### config.mk
export PLATFORM = sky130hd
export DESIGN_NAME = sliding_window_buffer_flat
export DESIGN_NICKNAME = d
export VERILOG_FILES = /design/src/rtl/sliding_window_buffer_if.sv /design/src/rtl/sliding_window_buffer.sv /design/src/flat_wrapper.sv
export SDC_FILE = /design/constraint.sdc
export NUM_CORES = 2
export LEC_CHECK = 0
export BUFFER_PORTS_ARGS = -buffer_cell sky130_fd_sc_hd__buf_2
export CAP_MARGIN = 10
export CORE_AREA = 2 2 645 647
export CTS_BUF_LIST = sky130_fd_sc_hd__clkbuf_8
export DETAILED_ROUTE_END_ITERATION = 8
export DIE_AREA = 0 0 647 649
export GPL_ROUTABILITY_DRIVEN = 0
export GPL_TIMING_DRIVEN = 0
export SYNTH_ARGS = -nofsm -noshare
export SYNTH_HDL_FRONTEND = slang
export SYNTH_MEMORY_MAX_BITS = 65536
export SYNTH_SLANG_ARGS = --single-unit
### constraint.sdc
create_clock -name clk -period 164 [get_ports clk]
set_input_delay 8.2 -clock clk [delete_from_list [all_inputs] [get_ports clk]]
set_output_delay 8.2 -clock clk [all_outputs]
set_load 0.05 [all_outputs]
### src/rtl/sliding_window_buffer_if.sv
// rtl/sliding_window_buffer_if.sv - pixel beat stream in, per-lane window stream out
interface sliding_window_buffer_if #(
  parameter int DATA_WIDTH  = 32,
  parameter int KERNAL_SIZE = 5,
  parameter int LANES       = 2
);
  logic                                                in_valid;
  logic [LANES*DATA_WIDTH-1:0]                         in_data;
  logic [LANES*KERNAL_SIZE*KERNAL_SIZE*DATA_WIDTH-1:0] win_data;
  logic [LANES-1:0]                                    win_valid;
  logic                                                frame_end;

  modport master (output in_valid, in_data, input win_data, win_valid, frame_end);
  modport slave  (input in_valid, in_data, output win_data, win_valid, frame_end);
endinterface

### src/rtl/sliding_window_buffer.sv
// rtl/sliding_window_buffer.sv - line buffer exposing LANES adjacent KxK windows per beat
module sliding_window_buffer #(
  parameter int DATA_WIDTH  = 32,
  parameter int IFM_SIZE    = 32,
  parameter int KERNAL_SIZE = 5,
  parameter int LANES       = 2,
  parameter int STRIDE      = 1,
  parameter int BUF_SIZE    = (KERNAL_SIZE-1)*IFM_SIZE+KERNAL_SIZE+LANES-1
) (
  input  logic                   clk,
  input  logic                   reset,
  input  logic                   frame_restart,
  sliding_window_buffer_if.slave stream
);
  localparam int K     = KERNAL_SIZE;
  localparam int CW    = $clog2(IFM_SIZE+LANES+1);
  localparam int SW    = (STRIDE > 1) ? $clog2(STRIDE) : 1;
  localparam int SW1   = SW + 1;
  localparam int KOFF  = (K-1) % STRIDE;
  localparam int LSTEP = LANES % STRIDE;

  logic [DATA_WIDTH-1:0] buf_q [BUF_SIZE];
  logic [CW-1:0]         col_q, row_q;
  logic [SW-1:0]         cph_q, rph_q;
  logic [LANES-1:0]      win_valid_q;
  logic                  frame_end_q;

  logic [CW-1:0]    col_b, row_b;
  logic [SW-1:0]    cph_b, rph_b, cph_adv, rph_inc;
  logic [SW1-1:0]   cph_sum, cph_wrap;
  logic             row_last, col_last, row_wrap;
  logic [LANES-1:0] lane_valid;
  logic             accept;

  assign accept = stream.in_valid;

  // A restart zeroes the position before the simultaneous beat is classified
  always_comb begin
    col_b = col_q;
    row_b = row_q;
    cph_b = cph_q;
    rph_b = rph_q;
    if (frame_restart) begin
      col_b = '0;
      row_b = '0;
      cph_b = '0;
      rph_b = '0;
    end
  end

  assign row_last = (row_b == CW'(IFM_SIZE-1));
  assign col_last = (col_b == CW'(IFM_SIZE-LANES));
  assign row_wrap = ((col_b + CW'(LANES)) == CW'(IFM_SIZE));

  // Phases hold position mod STRIDE, so a stride hit is a phase compare
  assign cph_sum  = {1'b0, cph_b} + SW1'(LSTEP);
  assign cph_wrap = cph_sum - SW1'(STRIDE);
  assign cph_adv  = (cph_sum >= SW1'(STRIDE)) ? cph_wrap[SW-1:0] : cph_sum[SW-1:0];
  assign rph_inc  = (rph_b == SW'(STRIDE-1)) ? '0 : rph_b + SW'(1);

  for (genvar j = 0; j < LANES; j++) begin : g_lane
    localparam int JS = j % STRIDE;
    logic [SW1-1:0] sum, wrap, ph;
    assign sum  = {1'b0, cph_b} + SW1'(JS);
    assign wrap = sum - SW1'(STRIDE);
    assign ph   = (sum >= SW1'(STRIDE)) ? wrap : sum;
    assign lane_valid[j] = (row_b >= CW'(K-1)) && ((col_b + CW'(j)) >= CW'(K-1)) &&
                           (rph_b == SW'(KOFF)) && (ph == SW1'(KOFF));

    for (genvar kr = 0; kr < K; kr++) begin : g_row
      for (genvar kc = 0; kc < K; kc++) begin : g_col
        assign stream.win_data[((j*K*K)+kr*K+kc)*DATA_WIDTH +: DATA_WIDTH] =
          buf_q[(LANES-1-j) + (K-1-kr)*IFM_SIZE + (K-1-kc)];
      end
    end
  end

  always_ff @(posedge clk) begin
    if (!reset) begin
      for (int i = 0; i < BUF_SIZE; i++) buf_q[i] <= '0;
      col_q       <= '0;
      row_q       <= '0;
      cph_q       <= '0;
      rph_q       <= '0;
      win_valid_q <= '0;
      frame_end_q <= 1'b0;
    end else begin
      win_valid_q <= '0;
      frame_end_q <= 1'b0;
      col_q       <= col_b;
      row_q       <= row_b;
      cph_q       <= cph_b;
      rph_q       <= rph_b;
      if (accept) begin
        for (int i = LANES; i < BUF_SIZE; i++) buf_q[i] <= buf_q[i-LANES];
        for (int j = 0; j < LANES; j++)
          buf_q[LANES-1-j] <= stream.in_data[j*DATA_WIDTH +: DATA_WIDTH];
        win_valid_q <= lane_valid;
        frame_end_q <= row_last && col_last;
        if (row_wrap) begin
          col_q <= '0;
          cph_q <= '0;
          row_q <= row_last ? '0 : row_b + CW'(1);
          rph_q <= row_last ? '0 : rph_inc;
        end else begin
          col_q <= col_b + CW'(LANES);
          cph_q <= cph_adv;
        end
      end
    end
  end

  assign stream.win_valid = win_valid_q;
  assign stream.frame_end = frame_end_q;
endmodule
### src/flat_wrapper.sv
// flat-port wrapper written by rule: the top's interface ports become plain ports
module sliding_window_buffer_flat 
#(
  parameter int DATA_WIDTH  = 32,
  parameter int IFM_SIZE    = 32,
  parameter int KERNAL_SIZE = 5,
  parameter int LANES       = 2,
  parameter int STRIDE      = 1,
  parameter int BUF_SIZE    = (KERNAL_SIZE-1)*IFM_SIZE+KERNAL_SIZE+LANES-1
)
  (clk, reset, frame_restart, stream_in_valid, stream_in_data, stream_win_data, stream_win_valid, stream_frame_end);
  sliding_window_buffer_if #(.DATA_WIDTH(DATA_WIDTH), .KERNAL_SIZE(KERNAL_SIZE), .LANES(LANES)) stream_i ();
  input  logic clk;
  input  logic reset;
  input  logic frame_restart;
  input wire logic [$bits(stream_i.in_valid)-1:0] stream_in_valid;
  input wire logic [$bits(stream_i.in_data)-1:0] stream_in_data;
  output wire logic [$bits(stream_i.win_data)-1:0] stream_win_data;
  output wire logic [$bits(stream_i.win_valid)-1:0] stream_win_valid;
  output wire logic [$bits(stream_i.frame_end)-1:0] stream_frame_end;
  assign stream_i.in_valid = stream_in_valid;
  assign stream_i.in_data = stream_in_data;
  assign stream_win_data = stream_i.win_data;
  assign stream_win_valid = stream_i.win_valid;
  assign stream_frame_end = stream_i.frame_end;
  sliding_window_buffer #(.DATA_WIDTH(DATA_WIDTH), .IFM_SIZE(IFM_SIZE), .KERNAL_SIZE(KERNAL_SIZE), .LANES(LANES), .STRIDE(STRIDE), .BUF_SIZE(BUF_SIZE)) u_core (.clk(clk), .reset(reset), .frame_restart(frame_restart), .stream(stream_i));
endmodule
# ---- Yosys cells after proc, flatten, opt, wreduce, memory -nomap -nowiden
# Memories as Yosys holds them, arrays and structs flattened.
# Index checks and enable logic that the tools add are counted.
dict set report classes {
  addsub 5
  n_lt_le_gt_ge 4
  eq_ne 3
  n_mux 155
  n_bitwise 135
  reduce_logical 9
}
# cell count
set ops {}
lappend ops {{32-bit two-way mux} 134}
lappend ops {{1-bit OR} 134}
lappend ops {{6-bit two-way mux} 7}
lappend ops {{6-bit by 3-bit >= comparator with 1-bit output, second input constant} 3}
lappend ops {{1-bit two-way mux} 13}
lappend ops {{6-bit by 1-bit adder with 6-bit output, second input constant} 2}
lappend ops {{6-bit by 5-bit == test with 1-bit output, second input constant} 2}
lappend ops {{1-bit logical AND} 7}
lappend ops {{6-bit by 2-bit adder with 6-bit output, second input constant} 1}
lappend ops {{6-bit == test, second input constant} 1}
lappend ops {{2-bit logical NOT} 1}
lappend ops {{2-bit two-way mux} 1}
lappend ops {{2-bit AND reduction} 1}
lappend ops {{1-bit by 1-bit subtractor with 2-bit output, second input constant} 1}
lappend ops {{1-bit adder, second input constant} 1}
lappend ops {{1-bit >= comparator, second input constant} 1}
lappend ops {{1-bit NOT} 1}
dict set report totals {
  regBits 17
  mem_bits_rw 4288
  input_bits 68
  output_inout_bits 1603
  elab_cells 318
  n_memories 1
}
# name depth word_bits rd rd_clocked_by_memory_dff write_ports line_no
set memory_table {}
lappend memory_table {u_core.buf_q 134 32 134 0 134 sliding_window_buffer.sv:22} ;# logic [DATA_WIDTH-1:0] buf_q [BUF_SIZE];

# ---- Logic depth before layout (Yosys ltp)
dict set report depth {
  depth_word 6
  depth_mapped 8
  ltp_nobuf 7
}

# ---- Least setup slack after synthesis
# Ideal clock, no wire load.
dict set report synth_path {
  path_type {input-to-reg}
  from {in stream_in_valid}
  to {mem u_core.buf_q[0][0] (enable)}
  setup_time_ns 5.504
  arrival_ns 109.901
  t_required_ns 158.496
  slack_ns 48.595
  stages 3
  path_buffers 2
  cell_sequence {buf_2 > clkbuf_1 > nand2b_1}
}
# item line_no
set synth_rtl {}
lappend synth_rtl {{from (decl)} flat_wrapper.sv:16} ;# input wire logic [$bits(stream_i.in_valid)-1:0] stream_in_valid;
lappend synth_rtl {{to (decl)} sliding_window_buffer.sv:22}

==> metrics.md <==
| Metric | Value |
|---|---|
| Status | finished, final reports clean |
| Starting Density | 41.8% |
| I/O pin count | ~1700 |
| Layout cells sized above 1 | 29.8% |
| Final Hold Viols | 0 |
| HPWL Detailed | between 300 and 400 mm |
| Port Buf Inserts | 1668 |
| Gate power share | ~9.9% |
| Min-delay src | u_core.rph_q |
| Vias in the first global route | 97127 |
| Startpoint Class | primary input |
| Gr ovfl total | 0 |
| Ys async rst share | 0% |
| Largest net degree at the start of global routing | 77 |
| Synth area leader | edfxtp_1 |
| DRC | 0 |
| Post-Synthesis Cells | 11226 |
| Sw power | 0.638 mW |
| DR vias | 96913 |
| Synth cell types | 42 |
| Hold crit path type | reg -> reg |
| CTS root buf | clkbuf_8 |
| Max Cap Viol | 0 |
| Die X | 647 um |
| R2r endpoint | u_core.row_q[5] |
| Clock share of power | between 30% and 40% |
| Post-Syn Area | 172000 um^2 |
| PwrDens | 12.0 nW/um^2 |
| Later-pin clock latency in the skew report | between 1 and 1.5 ns |
| Core Box Area | 413000 um^2 |
| Drt wl/cell | 23.2 um |
| Area growth syn-to-layout | 17.1% |
| Cell count of the worst hold path | 1 |
| Worst path required time | 164.82 ns |
| Final net count | 13726 |
| Sequential power share | 55.0% |
| Gr usage total | 21.0% |
| Worst reg2reg startpoint | u_core.col_q[1] |
| Sw Ratio | 26.4% |
| Crit end category | flip-flop |
| RSZ-0062 raised after global routing | false |
| Syn nets | 11297 |
| Sequential share of the synthesized area | 74.9% |
| Final Setup Violations | 0 |
| Clk buf depth | 4 |
| First-pass GRT wire length | roughly 650 mm |
| EDFF count, synth | 4288 |
| Peak VDD IR | 0.00000753 V |
| Final core utilization | 48.9% |
| Clk pin slew, worst setup/hold paths | 0.06 ns |
| CTS hold repair buffers | 0 |
| Leakage power | 98.1 nW |
| Slew at the pin closest to its max-slew limit | 1.15 ns |
| Die height | 649 um |
| Min cycle time layout | 13.24 ns |
| Synthesized area per cell | 15.3 um^2 |
| Final Cell Area | 202000 um^2 |
| Initial antenna violation count | between 50 and 60 |
| Critical path type | in -> reg |
| Top post-synthesis cells by area | edfxtp_1 (75%), and3_1 (15%), buf_4 (7.0%), clkbuf_1 (1.9%), and2_1 (0.48%) |
| Top cell type's share of synthesized area | 74.8% |
| CP Data Arrival Time | about 14 ns |
| CTS tree | done |
| Row count | 236 |
| Final Max Tran Viols | 0 |
| CTS HTree Levels | 6 |
| Die area | 420000 um^2 |
| Post-DRT Antenna Nets | 0 |
| Vias per inst | 4.93 |
| Slew margin rel. | 23.6% |
| Post-CTS setup repair buffer count | 0 |
| Clock sink total | 4304 |
| Largest fanout on the critical path | 72 |
| CP Launch Point | stream_in_valid |
| First-pass DRT Iterations | 5 |
| Cell Int Power | 1.78 mW |
| Fmax | 75.5 MHz |
| Flop2flop setup slack | roughly 160 ns |
| Clock Skews | 0.0518 ns |
| Flops & latches, synth | 4304 |
| CTS resizes | 0 |
| Final worst path period share | 8.07% |
| Hold Path Sink | u_core.rph_q |
| Hold WS | around 0.5 ns |
| Placed Area | 189000 um^2 |
| Yosys warnings | 0 |
| Iter 0 DRT Violations | 7193 |
| Total wire length | 456 mm |
| Post-Route Setup TNS | 0 ns |
| CTS buffer count | 690 |
| Reg2Reg Depth | 6 |
| Synth Flop Type | edfxtp_1 |
power groups by stage:
stage | clock network, mW | logic, mW | registers (mW)
after CTS | 0.868 | 0.241 | 1.33
after global routing | 0.914 | 0.253 | 1.33
final | 0.848 | 0.239 | 1.33
after floorplan | 0 | 0.181 | 1.58
after global placement | 0 | 0.232 | 1.71
after detailed placement | 0 | 0.240 | 1.35
registers in the layout, indices dropped and copies added, names as in the netlist:
name,cells
u_core.row_q,6
u_core.buf_q,4288
u_core.col_q,6
u_core.rph_q,1
u_core.stream.win_valid,2
u_core.stream.frame_end,1
area by class of cell:
type | instances | area, um^2
Antenna cell | 23 | 57.6
Buffer | 2546 | 15600
Clock buffer | 700 | 9630
Clock inverter | 513 | 2790
Fill cell | 35710 | 211000
Inverter | 2 | 7.51
Multi-Input combinational cell | 4374 | 27500
Sequential cell | 4304 | 129000
Tap cell | 5474 | 6850
Timing Repair Buffer | 1737 | 10200
critical path: stages:
cell	delay [ns]
buf_2	0.62
clkbuf_1	0.71
nand2b_4	0.86
buf_16	0.39
buf_16	0.30
buf_16	0.34
buf_16	0.35
buf_12	0.30
buf_16	0.28
buf_16	0.30
buf_16	0.29
buf_16	0.35
buf_16	0.33
layer usage:
metal	GRT usage [%]	part of all wire, %	wire length, um	up-vias
met5	0	0.047	215	-
met4	10.6	5.4	24500	34
met3	4.09	5.4	24900	979
met2	38.2	52	239000	3053
met1	23.2	37	168000	47494
li1	-	-	-	45353
cell usage after synthesis (2+ instances only):
cell,number
edfxtp_1,4288
and3_1,4163
buf_4,1601
clkbuf_1,894
and2_1,131
buf_2,50
dfxtp_1,16
nand2_1,10
mux2i_1,6
nand2b_1,6
nor2b_1,6
nand3_1,5
nor2_1,5
nand4_1,4
a211oi_1,3
ha_1,3
nand3b_1,3
xor2_1,3
a21oi_1,2
a22o_1,2
a31oi_1,2
inv_1,2
nand4b_4,2
worst max-delay path by stage:
stage / end / slack (ns) / cells after the start
after global placement: u_core.buf_q[0][94] / 6.80 / 3
after global routing: u_core.buf_q[0][491] / 150.55 / 13
after detailed placement: u_core.buf_q[0][745] / 149.53 / 14
after floorplan: u_core.buf_q[0][0] / 48.60 / 3
final: u_core.buf_q[0][683] / 150.76 / 13
after CTS: u_core.buf_q[0][552] / 150.85 / 14
metrics by stage:
stage               total power, mW  cells  setup slack [ns]
CTS                            2.44  19650            150.85
floorplan                      1.76  11226             48.60
finish                         2.41  19673            150.76
global placement               1.94  18368              6.80
global route                   2.50  19652            150.55
detailed placement             1.59  18437            149.53
cell families (layout without fill, tap and decap cells):
family	count (synthesis)	in the layout	synth area share, %
mux	6	6	0.0349
xor+xnor	5	5	0.0363
other cells	0	23	0
flops	4304	4304	74.9
compound gates	17	17	0.0850
fa+ha+maj	3	3	0.0218
simple gates	4343	4343	15.8
buf+inv	2548	5498	9.08
cells in the final DEF, fill, tap and decap left out, types with 3 or more instances in the layout:
cell           n
nor2b_1        6
inv_6         12
buf_4       1601
clkbuf_8     700
bufinv_16     15
clkinv_8       9
clkbuf_1     893
and2_1       131
buf_16        62
clkinvlp_4    14
clkinv_1     160
and3_1      4163
nor2_1         5
edfxtp_1    4288
nand3_1        5
inv_12         6
nand2b_1       5
mux2i_1        6
buf_2       1718
inv_1        224
ha_1           3
dfxtp_1       16
xor2_1         3
inv_8         12
buf_12         6
clkinv_2      62
nand3b_1       3
a211oi_1       3
diode_2       23
nand4_1        4
nand2_1       10
(Power assumes the default switching activity.)
